## config.mk

```make
export PLATFORM = sky130hd
export DESIGN_NAME = uart_tx_sched
export DESIGN_NICKNAME = d
export VERILOG_FILES = /design/src/rtl/uart_tx_sched.sv
export SDC_FILE = /design/constraint.sdc
export NUM_CORES = 1
export LEC_CHECK = 0
export CAP_MARGIN = 30
export CELL_PAD_IN_SITES_DETAIL_PLACEMENT = 0
export CELL_PAD_IN_SITES_GLOBAL_PLACEMENT = 1
export CORE_MARGIN = 2
export CORE_UTILIZATION = 35
export CTS_CLUSTER_SIZE = 10
export DETAILED_ROUTE_END_ITERATION = 10
export PLACE_DENSITY_LB_ADDON = 0.08
export RECOVER_POWER = 25
export SYNTH_ARGS = -nofsm -noshare
export SYNTH_HDL_FRONTEND = slang
export SYNTH_SLANG_ARGS = --single-unit
```

## constraint.sdc

```tcl
create_clock -name clk_i -period 5.15 [get_ports clk_i]
set_input_delay 1.03 -clock clk_i [delete_from_list [all_inputs] [get_ports clk_i]]
set_output_delay 1.03 -clock clk_i [all_outputs]
set_load 0.01 [all_outputs]
```

## src/rtl/uart_tx_sched.sv

```systemverilog
// uart_tx_sched: round-robin scheduler sharing one UART transmitter among N byte sources
module uart_tx_sched #(
    parameter int N = 4
) (
    input  logic           clk_i,
    input  logic           rst_i,
    input  logic           cfg_en_i,
    input  logic [15:0]    cfg_comp_i,
    input  logic [N-1:0]   src_req_i,
    input  logic [N-1:0]   src_last_i,
    input  logic [N*8-1:0] src_data_i,
    output logic [N-1:0]   src_ack_o,
    output logic           tr_en_o,
    output logic [15:0]    comp_o,
    output logic [7:0]     tx_data_o,
    output logic           req_o,
    input  logic           next_tx_i,
    output logic           busy_o,
    output logic [2:0]     grant_id_o,
    output logic           locked_o,
    output logic           abort_o
);
    typedef enum logic {S_ARB, S_WAIT} state_t;
    state_t       state_q, state_d;
    logic [N-1:0] ack_q, ack_d, cand, cand_sh;
    logic [15:0]  comp_q, comp_d;
    logic [7:0]   tx_q, tx_d;
    logic         req_q, req_d, locked_q, locked_d, abort_q, abort_d, found;
    logic [2:0]   grant_q, grant_d, win, idx;

    // Round-robin pick from the source after the last grant; an open packet narrows candidates to its owner
    always_comb begin
        cand = locked_q ? (src_req_i & (N'(1) << grant_q)) : src_req_i;
        found = 1'b0;
        win = grant_q;
        idx = '0;
        cand_sh = '0;
        for (int k = 1; k <= N; k++) begin
            idx = 3'((int'(grant_q) + k) % N);
            cand_sh = cand >> idx;
            if (!found && cand_sh[0]) begin
                found = 1'b1;
                win = idx;
            end
        end
    end

    // Next state: disable overrides everything, compare value only tracks software while idle and unlocked
    always_comb begin
        state_d = state_q;
        req_d = 1'b0;
        ack_d = '0;
        tx_d = tx_q;
        grant_d = grant_q;
        locked_d = locked_q;
        abort_d = 1'b0;
        comp_d = (state_q == S_ARB && !locked_q) ? cfg_comp_i : comp_q;
        if (!cfg_en_i) begin
            state_d = S_ARB;
            locked_d = 1'b0;
            abort_d = (state_q == S_WAIT) && !next_tx_i;
        end else if (state_q == S_ARB) begin
            if (found) begin
                tx_d = src_data_i[8*int'(win) +: 8];
                req_d = 1'b1;
                ack_d = N'(1) << win;
                grant_d = win;
                locked_d = ~src_last_i[win];
                state_d = S_WAIT;
            end
        end else if (next_tx_i) begin
            state_d = S_ARB;
        end
    end

    // State and output registers
    always_ff @(posedge clk_i) begin
        if (rst_i) begin
            state_q <= S_ARB;
            req_q <= 1'b0;
            ack_q <= '0;
            tx_q <= '0;
            comp_q <= '0;
            grant_q <= 3'(N - 1);
            locked_q <= 1'b0;
            abort_q <= 1'b0;
        end else begin
            state_q <= state_d;
            req_q <= req_d;
            ack_q <= ack_d;
            tx_q <= tx_d;
            comp_q <= comp_d;
            grant_q <= grant_d;
            locked_q <= locked_d;
            abort_q <= abort_d;
        end
    end

    assign src_ack_o  = ack_q;
    assign tr_en_o    = cfg_en_i;
    assign comp_o     = comp_q;
    assign tx_data_o  = tx_q;
    assign req_o      = req_q;
    assign busy_o     = state_q == S_WAIT;
    assign grant_id_o = grant_q;
    assign locked_o   = locked_q;
    assign abort_o    = abort_q;
endmodule

```

# Yosys cells after proc, flatten, opt, wreduce, memory -nomap -nowiden
# Index checks and enable logic that the tools add are counted.
[op_classes] mux=14 addsub=4 bitwise=9 order_cmp=1 n_reduce_logical=20 shifts=7
[ops] cell="indexed part select 32 x 7 -> 8 bit" count=1
[ops] cell=">> shifter 4 x 3 -> 1 bit" count=4
[ops] cell="two-way mux 3 bit" count=4
[ops] cell="OR reduction 2 bit" count=6
[ops] cell="two-way mux 1 bit" count=8
[ops] cell="<< shifter 1 x 3 -> 4 bit (first input constant)" count=2
[ops] cell="logical AND 1 bit" count=5
[ops] cell="logical NOT 1 bit" count=5
[ops] cell="adder 2 x 1 -> 2 bit (second input constant)" count=2
[ops] cell="adder 2 bit (second input constant)" count=2
[ops] cell="bitwise AND 1 bit (first input constant)" count=4
[ops] cell="bitwise AND 4 bit" count=1
[ops] cell="two-way mux 4 bit" count=1
[ops] cell="inverter 1 bit" count=4
[ops] cell="OR reduction 4 bit" count=1
[ops] cell="less-than comparator 3 bit (second input constant)" count=1
[ops] cell="AND reduction 3 bit" count=1
[ops] cell="OR reduction 3 bit" count=1
[ops] cell="binary-select mux 1 bit (select 2 bit)" count=1
[ops] cell="AND reduction 2 bit" count=1
[word_totals] wordCells=63 reg_bits=35 in_bits=60

# Logic depth before layout (Yosys ltp)
[logic_depth] word_depth=17 mapped_depth=15 ltp_nobuf=10

# Least setup slack after synthesis
# Ideal clock, no wire load.
[synth_timing] path_type="reg2reg" from="register grant_q[0] (netlist: grant_id_o[0])" to="register tx_q[0] (netlist: tx_data_o[0])" arrival_ps=3045 synth_period_minus_slack_ps=3167 path_stages_with_launch=13 setup_ps=122 setup_slack_ps=1983 t_required_ps=5028 path_cell_list="dfxtp_1 -> buf_4 -> inv_1 -> buf_2 -> buf_1 -> ha_1 -> buf_2 -> mux2i_1 -> nand4b_1 -> nand3_1 -> a222oi_1 -> o22ai_1 -> a221o_1"
[synth_via] elab_chain_len=15 elab_cells_between_ends=35
[synth_rtl] element="start: declaration" line_no="29" rtl="logic [2:0] grant_q, grant_d, win, idx;"
[synth_rtl] element="start signal: assignment" line_no="84" rtl="grant_q <= 3'(N - 1);"
[synth_rtl] element="start signal: assignment" line_no="93" rtl="grant_q <= grant_d;"
[synth_rtl] element="adder 2 x 1 -> 2 bit / << shifter 1 x 3 -> 4 bit (equally long branches)" line_no="39, 33"
[synth_rtl] element="OR reduction 2 bit (no source line) / bitwise AND 4 bit (equally long branches)"
[synth_rtl] element="bitwise AND 1 bit (no source line) / two-way mux 4 bit (equally long branches)"
[synth_rtl] element=">> shifter 4 x 3 -> 1 bit" line_no="40" rtl="cand_sh = cand >> idx;"
[synth_rtl] element="two-way mux 1 bit" line_no="41" rtl="if (!found && cand_sh[0]) begin"
[synth_rtl] element="logical NOT 1 bit" line_no="41"
[synth_rtl] element="logical AND 1 bit" line_no="41"
[synth_rtl] element="two-way mux 1 bit" line_no="41"
[synth_rtl] element="logical NOT 1 bit" line_no="41"
[synth_rtl] element="logical AND 1 bit" line_no="41"
[synth_rtl] element="two-way mux 1 bit" line_no="41"
[synth_rtl] element="logical NOT 1 bit" line_no="41"
[synth_rtl] element="logical AND 1 bit" line_no="41"
[synth_rtl] element="two-way mux 3 bit / two-way mux 1 bit (equally long branches)" line_no="41"
[synth_rtl] element="indexed part select 32 x 7 -> 8 bit / AND reduction 3 bit (equally long branches)"
[synth_rtl] element="end signal: assignment" line_no="91" rtl="tx_q <= tx_d;"
[synth_rtl] element="end: declaration" line_no="27" rtl="logic [7:0] tx_q, tx_d;"
# Parallel ways exist; a longest one is shown, timed or not.
# A chain may end at the register's enable or synchronous reset.

# Worst setup path after layout
[layout_timing] from="register grant_q[1] (netlist: grant_id_o[1])" to="register tx_q[3] (netlist: tx_data_o[3])"
# Same word-level chain as after synthesis.

==> metrics.md <==
| Metric | Value |
|---|---|
| Status | complete, no violations |
| Drt first-iter violations | 153 |
| Number of I/O port buffers | 95 |
| Count of nets after finishing | 451 |
| Die height | 90.21 um |
| P&R area growth vs syn | 40.36% |
| Post-synth EDFFs | 0 |
| Tightest Pin Transition | 0.7925 ns |
| Commonest non-fill, non-tap cell in the layout | clkdlybuf4s50_1 |
| Yosys Warn Count | 0 |
| Max VDD drop | 0.2971 mV |
| Antenna diodes | 0 |
| Largest net degree at the start of global routing | 39 |
| Synth area leader | dfxtp_1 |
| Reg area | 700.7 um2 |
| Top FF cell, synth | dfxtp_1 |
| Root Buffer | clkbuf_8 |
| Dpl cell area | 3570 um2 |
| First-pass GRT wire length | 13,200 um |
| Post-Route WL | 8106 um |
| DRT Pass-1 Iters | 5 |
| Post-Syn Area | 2601 um2 |
| Flop2flop setup slack | 1.32 ns |
| Worst-path fanout max | 16 |
| GRT Util Overall | 19.43% |
| Die width | 90.21 um |
| Worst endpoint data arrival time | 4.00 ns |
| Fin area | 3651 um2 |
| CTS tree | done |
| Post-CTS Resized | 0 |
| PwrDens | 542.3 nW/um2 |
| Fill cells | 726 |
| Gate Count Post-Synth | 306 |
| Pwr Total | 0.001980 W |
| Total CTS buffers | 5 |
| Ys async rst share | 0% |
| WS Path Type | flop to flop |
| Final Util | 50.61% |
| R2r startpoint | grant_id_o[1]$_SDFFE_PP1P_ |
| Antenna viol nets, final | 0 |
| Rows | 31 |
| Setup TNS | 0 ns |
| # clock sinks | 35 |
| Register area share after synthesis | 26.94% |
| Worst clock skew | 0.005214 ns |
| Startpoint types | flop |
| CP endpoint kind | flop |
| Seq cells post-synth | 35 |
| Slew Viols, Final | 0 |
| Vias in the first global route | 2,519 |
| Vias | 2,835 |
| Distinct cells, synth | 54 |
| Synth area leaders | dfxtp_1 27%, a221o_1 9.2%, a221oi_1 8.1%, nand2_1 5.2%, a21oi_1 4.0% |
| Skew-Pair Late Insertion Delay | 0.28 ns |
| Final period util | 74.31% |
| Gr ovfl total | 0 |
| Fmax | 261.3 MHz |
| Max-cap violations | 0 |
| Die ar. | 8138 um2 |
| Req. time, crit path | 5.32 ns |
| GPL Wtd Cong | 0.8485 |
| CTS Buffer Depth | 2 |
| Total setup buffers inserted after CTS | 0 |
| Leak | 1.307 nW |
| Share of layout cells above drive strength 1 | 10.05% |
| Most frequent cells in the layout | 94 x clkdlybuf4s50_1, 36 x nand2_1, 35 x dfxtp_1 |
| IO Count | 96 |
| Hold Worst Slack | 0.4530 ns |
| Final setup fails | 0 |
| Unrepaired setup endpoints after global routing | no |
| Hold Vio Cnt, Final | 0 |
| Worst-path clk slew | 0.07 ns |
| Syn Area/Cell | 8.501 um2 |
| Share of the synthesized area in the top cell type | 26.94% |
| Setup crit end | tx_data_o[3]$_SDFFE_PP0P_ |
| Initial antenna violation count | 0 |
| HP Class | flop to flop |
| Vias per cell | 5.821 |
| H-tree depth | 2 |
| WL per Instance | 16.64 um |
| Critical Path Start | grant_id_o[1]$_SDFFE_PP1P_ |
| Core area | 7214 um2 |
| HPWL after DPL | 5776 um |
| Slew HR | 47.16% |
| Post-CTS Hold Fix Bufs | 0 |
| R2r endpoint | tx_data_o[3]$_SDFFE_PP0P_ |
| Final Critical Period | 3.827 ns |
| Multi-input gate area | 1730 um2 |
| DRC violations left | 0 |
| R2R cell count | 9 |
| Starting Density | 36.06% |
| Post-Syn Nets | 370 |
[state kept, by name, indices dropped and copies added, names as in the netlist]
register    cells
grant_id_o      3
locked_o        1
tx_data_o       8
src_ack_o       4
busy_o          1
comp_o         16
req_o           1
abort_o         1
[stage by stage]
stage          cells  setup WS (ns)
4_1_cts          487          1.335
3_3_place_gp     478          1.062
6_report         487          1.323
3_5_place_dp     479          1.046
5_1_grt          487          1.012
2_1_floorplan    306          1.983
[power by group]
| group | internal, W | switching [W] |
|---|---|---|
| Clock | 0.0000949 | 0.0000953 |
| Combinational | 0.000616 | 0.000792 |
| Sequential | 0.000338 | 0.0000438 |
| Total | 0.00105 | 0.000931 |
[final cells by class]
type                            count  area share (%)
Clock buffer                        7           2.090
Clock inverter                      1          0.1371
Inverter                            5          0.5141
Multi-Input combinational cell    239           47.40
Sequential cell                    35           19.19
Tap cell                           99           3.393
Timing Repair Buffer              101           27.28
[cells by family (layout without fill, tap and decap cells)]
family / count (synthesis) / count (layout) / share of synthesized area, %
AND/OR/NAND/NOR: 92 / 92 / 17.12
buffers and inverters: 32 / 114 / 6.974
multiplexers: 6 / 6 / 2.453
AO/OA/AOI/OAI: 134 / 134 / 43.58
XOR/XNOR: 3 / 3 / 1.010
flip-flops: 35 / 35 / 26.94
adder cells (fa/ha/maj): 4 / 4 / 1.924
[metal layers]
layer  vias up  global-route usage, %  part of all wire (%)
met4         0                  5.000                  0.84
met3         4                  2.598                   6.0
met2       116                  30.89                    46
li1       1395                      -                     -
met1      1320                  27.72                    47
met5         -                      0                     0
[synth_stat cells, drive strengths merged (4+ instances only)]
master,count
buf,17
nor2b,9
dfxtp,35
o211ai,10
o21a,5
mux2i,6
ha,4
nand2,36
a221o,24
inv,5
clkbuf,10
a21oi,24
nand3,8
nand2b,4
a221oi,31
o22ai,8
nor2,21
o21ai,8
nor3,4
a222oi,8
[worst min path at each step]
| stage | startpoint | end | slack, ns | depth (start not counted) |
|---|---|---|---|---|
| 6_report | comp_o[14]$_SDFFE_PP0P_ | comp_o[14]$_SDFFE_PP0P_ | 0.45 | 2 |
| 5_1_grt | comp_o[13]$_SDFFE_PP0P_ | comp_o[13]$_SDFFE_PP0P_ | 0.47 | 2 |
| 4_1_cts | comp_o[5]$_SDFFE_PP0P_ | comp_o[5]$_SDFFE_PP0P_ | 0.46 | 2 |
| 3_5_place_dp | comp_o[5]$_SDFFE_PP0P_ | comp_o[5]$_SDFFE_PP0P_ | 0.45 | 2 |
| 3_3_place_gp | comp_o[14]$_SDFFE_PP0P_ | comp_o[14]$_SDFFE_PP0P_ | 0.44 | 2 |
| 2_1_floorplan | comp_o[0]$_SDFFE_PP0P_ | comp_o[0]$_SDFFE_PP0P_ | 0.48 | 2 |
[critical path, stage by stage, from the launching register on]
cell	delay [ns]
dfxtp_1	0.55
inv_2	0.21
ha_1	0.63
mux2i_1	0.66
buf_4	0.34
nor3_1	0.09
a21o_1	0.40
a222oi_1	0.45
o22ai_1	0.13
a221o_1	0.26
No activity file was read; power rests on OpenSTA's default activity.
==> patch 1, RTL diff (config.mk and constraints unchanged) <==
Register the input `cfg_comp_i` before use. The logic sees it one clock later. The other inputs are not delayed to match.
--- a/src/rtl/uart_tx_sched.sv
+++ b/src/rtl/uart_tx_sched.sv
@@ -23,2 +23,9 @@
     typedef enum logic {S_ARB, S_WAIT} state_t;
+
+    logic [15:0] cfg_comp_q;
+
+    always_ff @(posedge clk_i) begin
+        cfg_comp_q <= cfg_comp_i;
+    end
+
     state_t       state_q, state_d;
@@ -56,3 +63,3 @@
         abort_d = 1'b0;
-        comp_d = (state_q == S_ARB && !locked_q) ? cfg_comp_i : comp_q;
+        comp_d = (state_q == S_ARB && !locked_q) ? cfg_comp_q : comp_q;
         if (!cfg_en_i) begin
Check against the original RTL: not equivalent (a bounded check fails within 4 cycles, from zero or initial values and one cycle with rst_i high).
==> patch 1 against the original RTL <==
Sequential cell count increased by 16. Worst setup slack better by 0.27 ns. First-iteration DRC count shrank 77%. Final area shrank 9.6%. Sequential share of layout area rose by 12 points. Die area decreased by 14%. Synthesized area down 15%. Wire length shrank 34%. Combinational power down 40%. Total power fell by 19%. Critical path type unchanged. Critical endpoint is now tx_data_o[6]. Highest routed layer unchanged.
==> patch 1: results <==
set metrics [dict create \
    clk_latency_ns 0.30 \
    synth_ff_type "dfxtp_1" \
    internal_power_mw 1.019 \
    synth_xor_area_frac 0.007910 \
    worstPathArrival_ns 3.75 \
    yosysWarnings 0 \
    critical-path-top-delay-family "multiplexers" \
    vdd_ir_drop_max_mv 0.2369 \
    outcome "finished clean" \
    synth.area.mux_share 0.1441 \
    cts-root-buf "clkbuf_8" \
    track_usage 0.1523 \
    grt_pass1_wl_um 8763 \
    cts-buffers-inserted 5 \
    max-slew-margin-rel 0.4892 \
    port_buffers 95 \
    h-tree-depth 2 \
    place_congestion 0.9007 \
    max_stage_delay_ns 0.71 \
    routed_wl_um 5384 \
    hpwl_um 4024 \
    grt_max_degree 20 \
    antenna_found_initial 0 \
    synth-adder-area-share 0.02260 \
    hp-class "flip-flop to flip-flop" \
    via_count 1963 \
    nFillCells 541 \
    cts_resized 0 \
    nets 372 \
    postCtsSetupBuffers 0 \
    drive_above_1_share 0.09385 \
    worst-r2r-setup-slack_ns 1.59 \
    final_cells 384 \
    grt_pass1_vias 1820 \
    path_max_fanout 14 \
    synth.distinct_cells 41 \
    antenna_cells 0 \
    cts_buffer_depth 2 \
    drtPass1Iterations 4 \
    synth_common_cells "51 x dfxtp_1, 40 x nand2_1, 19 x a21oi_1, 13 x mux4_2" \
    power_leakage_nw 1.299 \
    ys_async_sr_fraction 0 \
    finClkSkew_ns 0.005824 \
    crit_slowest_cell "dfxtp_1" \
    synth.area.top_cells "dfxtp_1 46%, mux4_2 13%, nand2_1 6.8%" \
    synth-compound-area-share 0.1893 \
    path_clk_slew_ns 0.09 \
    syn_area_per_cell_um2 10.25 \
    drt_iter0_drc 35 \
    ys_seq_area_frac 0.4610 \
    synth_nets 280 \
]
## patch 1: metal layers
metal / routed length [um] / track usage
met5: 0 / 0
met4: 29 / 0.02933
met3: 387 / 0.05143
met2: 2566 / 0.2507
met1: 2400 / 0.1968
## patch 1: cell families after synthesis
group / count (synthesis)
AND/OR/NAND/NOR: 65
multiplexers: 14
XOR/XNOR: 2
adder cells (fa/ha/maj): 4
flip-flops: 51
buffers and inverters: 21
AO/OA/AOI/OAI: 59
## patch 1: power by group through the flow
stage               Sequential [mW]  Clock (mW)  Combinational [mW]
floorplan                     0.548           0               0.568
CTS                           0.530       0.236               0.861
detailed placement            0.538           0               0.859
global placement              0.540           0               0.853
finish                        0.531       0.226               0.850
global route                  0.543       0.253               0.922
## patch 1: worst register-to-register path: stages (launching register included)
cell     delay, ns
dfxtp_1       0.71
inv_2         0.28
ha_1          0.27
nor2b_1       0.14
o21a_1        0.23
mux4_2        0.49
a21oi_2       0.21
xnor2_1       0.13
buf_4         0.25
mux4_2        0.52
a22o_1        0.23
## patch 1: final timing paths
| check | from | to | cells past startpoint |
|---|---|---|---|
| setup / recovery | grant_id_o[0] | tx_data_o[6] | 10 |
| setup reg to reg | grant_id_o[0] | tx_data_o[6] | 10 |
| hold reg to reg | cfg_comp_q[12] | comp_o[12] | 2 |
| hold / removal | cfg_comp_q[12] | comp_o[12] | 2 |
## patch 1: area by class of cell
type / instances / area [um^2] / area share
Inverter: 9 / 33.78 / 0.01024
Multi-Input combinational cell: 144 / 1095 / 0.3317
Tap cell: 75 / 93.84 / 0.02843
Timing Repair Buffer: 97 / 969.7 / 0.2938
Clock buffer: 5 / 68.82 / 0.02085
Clock inverter: 3 / 18.77 / 0.005686
Sequential cell: 51 / 1021 / 0.3093
## patch 1: through the flow
| stage | hold WS, ns | setup WS [ns] | util | instance area (um^2) |
|---|---|---|---|---|
| after floorplan | 0.4174 | 1.961 | - | 2215 |
| after global placement | 0.4196 | 1.442 | 0.5314 | 3202 |
| after detailed placement | 0.4286 | 1.438 | 0.5332 | 3213 |
| after CTS | 0.4317 | 1.573 | 0.5478 | 3301 |
| after global routing | 0.4515 | 1.259 | 0.5478 | 3301 |
| final | 0.4338 | 1.594 | 0.5478 | 3301 |
==> patch 2, RTL diff (config.mk and constraints unchanged) <==
Without the edit above. Set the parameter `N` to 6 (it was 4).
--- a/src/rtl/uart_tx_sched.sv
+++ b/src/rtl/uart_tx_sched.sv
@@ -2,3 +2,3 @@
 module uart_tx_sched #(
-    parameter int N = 4
+    parameter int N = 6
 ) (
Ports: changed (resized src_ack_o, src_data_i, src_last_i and src_req_i); port bits go from 96 to 118. The function was not compared with the original's and may differ.
==> patch 2 against the original RTL <==
Synthesized area up 37%. Critical endpoint is now tx_data_o[5]. Synthesized cell count up 41%. Sequential cell count up 2. Highest routed layer unchanged. Worst setup slack worse by 0.71 ns. Die area up 36%. Final area up 34%. Critical path depth up 6. Wire length up 48%. Via count up 40%.
Power is left out: the tool's default activity adds up to more than one toggle a clock period on the data nets, which glitch-free logic cannot reach.
==> patch 2: results <==
set metrics [dict create \
    routed_wl_um 11960 \
    hp-class "flip-flop to flip-flop" \
    max_slew.worst_pin.slew_ns 0.8384 \
    via_count 3967 \
    synth_nets 528 \
    finClkSkew_ns 0.004110 \
    hpwl_um 8482 \
    grt_pass1_wl_um 19290 \
    max_stage_delay_ns 0.47 \
    path_max_fanout 54 \
    drive_above_1_share 0.09211 \
    synth_common_cells "45 x nand2_1, 37 x dfxtp_1, 37 x nor2_1, 33 x a221o_1, 31 x a221oi_1" \
    placed_area_mm2 0.004827 \
    grt_pass1_vias 3751 \
    synth.area.top_cells "dfxtp_1 21%, a221o_1 9.2%, a221oi_1 7.6%" \
    drt_iter0_drc 347 \
    synth.distinct_cells 73 \
    path_clk_slew_ns 0.07 \
    worstPathArrival_ns 4.72 \
    outcome "finished clean" \
    track_usage 0.2110 \
    port_buffers 117 \
    crit_slowest_cell "a222oi_1" \
    nets 628 \
    ys_seq_area_frac 0.2071 \
    grt_max_degree 55 \
    nFillCells 953 \
    place_congestion 0.8542 \
]
[patch 2: cell types whose count changed in the layout (fill, tap and decap cells not counted), moves of 7 or more]
cell             before  now
a222oi_1              8   16
ha_1                  4   17
clkdlybuf4s50_1      94  115
nand2_1              36   45
o211ai_1             10    3
a221oi_1             24   31
a221o_1              24   33
a22oi_1               0    9
nor2_1               21   37
o22ai_1               8    0
a211o_1               1   11
[patch 2: worst register-to-register path: stages (launching register included)]
cell and delay, ns:
dfxtp_1 0.31, buf_4 0.16, ha_1 0.20, ha_1 0.35, inv_1 0.06, ha_1 0.27, or3b_4 0.41, a221oi_2 0.32
a21o_4 0.17, mux2i_4 0.35, nor2_2 0.12, and2_4 0.35, a221o_1 0.41, a222oi_1 0.47, a221oi_1 0.20, a211o_1 0.29
[patch 2: kinds of logic (layout without fill, tap and decap cells)]
kind of cell | Yosys count | in the layout | synth area share
AO/OA/AOI/OAI | 188 | 188 | 0.4461
buffers and inverters | 47 | 148 | 0.06788
adder cells (fa/ha/maj) | 17 | 17 | 0.05948
flip-flops | 37 | 37 | 0.2071
multiplexers | 5 | 5 | 0.02449
AND/OR/NAND/NOR | 135 | 135 | 0.1900
XOR/XNOR | 2 | 2 | 0.004899
[patch 2: worst paths after layout]
check | slack (ns) | depth (start not counted) | from | endpoint
hold / removal | 0.45 | 2 | comp_o[14] | comp_o[14]
hold reg to reg | 0.45 | 2 | comp_o[14] | comp_o[14]
setup / recovery | 0.61 | 15 | grant_id_o[1] | tx_data_o[5]
setup reg to reg | 0.61 | 15 | grant_id_o[1] | tx_data_o[5]
[patch 2: area by class of cell]
class | count | area share
clock buffers | 6 | 0.01478
clock inverters | 2 | 0.002039
inverters | 11 | 0.008410
multi-input cells | 347 | 0.5296
flip-flops and latches | 37 | 0.1511
well taps | 133 | 0.03389
repair buffers | 129 | 0.2602
[patch 2: metal layers]
layer	vias up	share of wire	wire, um	track usage
li1	1943	-	-	-
met2	119	0.47	5658	0.3497
met4	0	0.011	127	0.04286
met1	1896	0.46	5560	0.2850
met3	9	0.052	617	0.03993
met5	-	0	0	0
[patch 2: metrics by stage]
stage,utilization,worst slack [ns],cells,hold WS [ns]
floorplan,-,0.5566,431,0.4805
global placement,0.4882,0.6938,656,0.4416
detailed placement,0.4893,0.6650,657,0.4463
CTS,0.4977,0.6365,665,0.4561
global route,0.4977,0.3553,665,0.4785
finish,0.4977,0.6084,665,0.4528
